--- config.mk ---
export PLATFORM = sky130hd
export DESIGN_NAME = rh_intr
export DESIGN_NICKNAME = d
export VERILOG_FILES = /design/src/rtl/rh_intr.sv
export SDC_FILE = /design/constraint.sdc
export NUM_CORES = 1
export LEC_CHECK = 0
export ABC_AREA = 1
export CORE_MARGIN = 2
export CORE_UTILIZATION = 18
export CTS_BUF_LIST = sky130_fd_sc_hd__clkbuf_4 sky130_fd_sc_hd__clkbuf_8
export DETAILED_ROUTE_END_ITERATION = 7
export GPL_ROUTABILITY_DRIVEN = 0
export PLACE_DENSITY = 0.85
export SETUP_SLACK_MARGIN = 0.2
export SYNTH_ARGS = -nofsm -noshare
export SYNTH_HDL_FRONTEND = slang
export SYNTH_SLANG_ARGS = --single-unit
export TNS_END_PERCENT = 10
--- constraint.sdc ---
create_clock -name clk -period 1.1 [get_ports clk]
set_clock_uncertainty 0.1 [all_clocks]
set_input_delay 0.11 -clock clk [delete_from_list [all_inputs] [get_ports clk]]
set_output_delay 0.11 -clock clk [all_outputs]
set_load 0.005 [all_outputs]
--- src/rtl/rh_intr.sv ---
// RH11 interrupt request controller: turns CS1 ready/special-condition edges and
// IE writes into a held Unibus request, then pulses rhIACK once the UBA acknowledges.
module rh_intr #(
    parameter logic [7:1] rhINTR = 7'b0001000
) (
    input  logic        clk,
    input  logic        rst,
    input  logic        devRESET,
    input  logic        rhCLR,
    input  logic        rhcs1WRITE,
    input  logic        devLOBYTE,
    input  logic [0:35] rhDATAI,
    input  logic [15:0] rhCS1,
    input  logic        devINTA,
    output logic [7:1]  devINTR,
    output logic        rhIACK,
    output logic        intPEND
);

    typedef enum logic [1:0] {
        ST_IDLE = 2'b00,
        ST_REQ  = 2'b01,
        ST_ACK  = 2'b10
    } state_t;

    state_t state_r;
    state_t state_s;
    logic   last_rdy_r;
    logic   last_sc_r;
    logic   edge_vld_r;
    logic   clear_s;
    logic   trig_s;
    logic   cancel_s;
    logic   ie_wr_s;

    // Edge history is only meaningful once it has captured a real CS1 sample,
    // so a level already present when reset/clear releases is not seen as an edge.
    always_comb begin
        clear_s  = devRESET | rhCLR;
        ie_wr_s  = rhDATAI[29];
        trig_s   = (rhCS1[6] & rhCS1[7]  & ~last_rdy_r & edge_vld_r) |
                   (rhCS1[6] & rhCS1[15] & ~last_sc_r  & edge_vld_r) |
                   (rhcs1WRITE & devLOBYTE & ie_wr_s & rhCS1[7]);
        cancel_s = rhcs1WRITE & devLOBYTE & ~ie_wr_s;
    end

    // Next-state logic; cancel takes priority over a simultaneous acknowledge.
    always_comb begin
        state_s = state_r;
        case (state_r)
            ST_IDLE: begin
                if (trig_s) begin
                    state_s = ST_REQ;
                end else begin
                    state_s = ST_IDLE;
                end
            end
            ST_REQ: begin
                if (cancel_s) begin
                    state_s = ST_IDLE;
                end else if (devINTA) begin
                    state_s = ST_ACK;
                end else begin
                    state_s = ST_REQ;
                end
            end
            ST_ACK:  state_s = ST_IDLE;
            default: state_s = ST_IDLE;
        endcase
    end

    // State, edge history and registered outputs decoded from the next state.
    always_ff @(posedge clk) begin
        if (!rst || clear_s) begin
            state_r    <= ST_IDLE;
            last_rdy_r <= 1'b0;
            last_sc_r  <= 1'b0;
            edge_vld_r <= 1'b0;
            devINTR    <= 7'b0000000;
            rhIACK     <= 1'b0;
            intPEND    <= 1'b0;
        end else begin
            state_r    <= state_s;
            last_rdy_r <= rhCS1[7];
            last_sc_r  <= rhCS1[15];
            edge_vld_r <= 1'b1;
            devINTR    <= (state_s == ST_REQ) ? rhINTR : 7'b0000000;
            rhIACK     <= (state_s == ST_ACK);
            intPEND    <= (state_s == ST_REQ);
        end
    end

endmodule

==> flow_summary_export.csv <==
group,metric,value,unit
clock_tree,cts.sinks,7,
global_routing,grt_use_met3,0.0471,
synthesis,syn_inst,47,
synthesis,yosysWarningCount,0,
synthesis,synth_area_per_cell,6.95,um2
cells_and_area,area_growth,50.2,%
global_routing,use_met1,0.0421,
worst_setup_path,path_cells,"clkdlybuf4s50_1, nand2_1, inv_1, nand2_1, nand2_1, nand3_2, nor2_1",
worst_setup_path,slowest_stage,"clkdlybuf4s50_1",
worst_setup_path,path_delay_family,"buffers and inverters",
run,drv_cap,0,
global_routing,grt_remaining_overflow,0,
clock_tree,cts_tree,"built",
worst_setup_path,endpoint_kind,"flop",
synthesis,ys_seq_area_frac,0.429,
place,dpl_cell_area,454,um2
synthesis,synth.area.top_cells,"dfxtp_1 43%, buf_4 16%, nand2_1 13%",
timing,holdWs,33.6,ps
floorplanning,num_rows,15,
timing,tns,0,ps
timing,setup_violations,0,
global_routing,grt_pass1_vias,238,
floorplanning,die-area,2170,um2
cells_and_area,drive_above_1_share,0.177,
worst_setup_path,worstPathMaxFanout,2,
detailed_routing,dr.pass1.iters,4,
synthesis,synthTopCellsByCount,"11 x nand2_1, 9 x nor2_1, 8 x inv_1",
global_routing,grt_busiest_layer,"met2",
detailed_routing,finalWirelength,536,um
power,ir_worst_vdd,0.269,mV
power,p_leak,0.281,nW
worst_setup_path,cp-start-kind,"primary input",
global_routing,grt_use_met2,0.0972,
place,dp_hpwl,476,um
synthesis,synth_top_area_cell,"dfxtp_1",
detailed_routing,vias_per_cell,3.23,
cells_and_area,fin_area,490,um2
worst_setup_path,crit_top_cell,"nand2_1",
global_routing,grt_max_degree,8,
worst_hold_path,worstHoldPathType,"primary input to flop",
timing,finalHoldViolCount,0,
worst_setup_path,criticalPathCategory,"primary input to flop",
timing,fmax,1140,MHz
clock_tree,clk_latency,240,ps
place,port_buffers,13,
synthesis,yosysMostFrequentCell,"nand2_1",
worst_setup_path,crit_path_max_incr_delay,460,ps
global_routing,grt_usage,0.0591,
clock_tree,cts_hold_buffers,0,
timing,period_needed,878,ps
worst_setup_path,critical_path_buf_inv_count,2,
floorplanning,core,1710,um2
power,powerDensity,1150,nW/um2
cells_and_area,fillCellCount,181,
detailed_routing,drt_iter0_drc,4,
clock_tree,cts_buffers,3,
run_status,status,"complete, no violations",
floorplanning,io_pins,68,
timing,slew_viol_final,0,
power,power,564,uW
synthesis,syn_area,327,um2
clock_tree,clock-root-buffer,"clkbuf_4",
cells_and_area,nets,122,
synthesis,synth-edff-count,0,
timing,grt_setup_unrepaired,"yes",
floorplanning,die_y,46.6,um
worst_setup_path,crit_arrival,950,ps
floorplanning,start_util,0.191,
global_routing,grt_first_pass_wirelength,793,um
detailed_routing,postRouteAntennaNets,0,
clock_tree,cts.path.max_buffers,2,
clock_tree,h-tree-depth,1,
detailed_routing,via_count,281,
worst_setup_path,required,1170,ps
global_routing,antenna_found_initial,0,
detailed_routing,wl_per_cell,6.16,um
detailed_routing,drc_errors,0,
timing,period_share,0.798,
synthesis,synthFlopType,"dfxtp_1",
synthesis,synth-seq-cells,7,
clock_tree,clkSlewWorstSetupHoldPaths,50,ps
synthesis,async_flop_share,0,
floorplanning,die_w,46.6,um
synthesis,yosysUniqueCellTypes,10,
cells_and_area,antenna_cells,0,
synthesis,synth_top_area_share,0.429,
[layout make-up]
class | count | area (um2) | share of cell area
timing repair buffer | 13 | 128 | 0.260
sequential | 7 | 141 | 0.288
clock buffer | 4 | 30.0 | 0.0612
multi-input combinational | 29 | 126 | 0.258
inverter | 9 | 33.8 | 0.0689
tap | 25 | 31.3 | 0.0638
[registers in the layout, summed over array words and instances, names as in the netlist]
register    flops
rhIACK          1
last_sc_r       1
state_r         2
edge_vld_r      1
devINTR         1
last_rdy_r      1
[final timing paths]
| check | cells after the start | slack (ps) | startpoint | end |
|---|---|---|---|---|
| setup reg to reg | 7 | 220 | last_sc_r$_SDFF_PN0_ | state_r[0]$_SDFF_PN0_ |
| setup / recovery | 7 | 220 | rhCS1[6] | state_r[0]$_SDFF_PN0_ |
| hold reg to reg | 2 | 430 | state_r[0]$_SDFF_PN0_ | state_r[1]$_SDFF_PN0_ |
| hold / removal | 3 | 30 | rhCS1[15] | last_sc_r$_SDFF_PN0_ |
[timing repair]
item | 4_1_cts | 5_1_grt
gates resized for setup | 9 | 9
setup buffers | 0 | 0
endpoints found under the setup margin | 5 | 5
pin swaps | 0 | 2
[placed cells by master, fill, tap and decap left out]
cell,instances
nand2_1,11
clkinv_1,1
dlymetal6s2s_1,5
dfxtp_2,1
clkdlybuf4s50_1,5
nand3_2,2
nand4_1,1
clkbuf_4,4
inv_1,8
conb_1,6
buf_2,1
nor2_1,8
clkbuf_2,2
nor2_2,1
dfxtp_1,6
[worst register-to-register path, cell delays in order (launching register included)]
cell and delay (ps):
dfxtp_1 290, inv_1 40, nand2_1 40, nand2_1 60
nand2_1 40, nand2_1 70, nand3_2 70, nor2_1 100
[power breakdown]
| part | leakage, nW | internal [mW] | switching [mW] | total, mW |
|---|---|---|---|---|
| logic | 0.205 | 0.0374 | 0.0271 | 0.0644 |
| clock network | 0.0184 | 0.162 | 0.0777 | 0.240 |
| registers | 0.0572 | 0.259 | 0.00127 | 0.260 |
[metrics by stage]
stage | setup WS [ps] | utilization | instances
final | 222 | 0.287 | 87
after global routing | 115 | 0.287 | 87
after CTS | 129 | 0.281 | 87
after detailed placement | -106 | 0.266 | 83
after global placement | -84.7 | 0.266 | 83
after floorplan | 295 | - | 52
[layer usage]
metal,vias to the layer above,routed length [um],part of all wire
li1,151,-,-
met5,-,0,0
met4,0,0,0
met3,0,63,0.12
met2,12,271,0.51
met1,118,201,0.38
[kinds of logic (layout without fill, tap and decap cells)]
group,Yosys count,after routing,share of synthesized area
simple gates,23,23,0.295
flops,7,7,0.429
buf+inv,16,26,0.264
other cells,1,6,0.0115
Note: power is estimated with default switching activity, not from simulation.
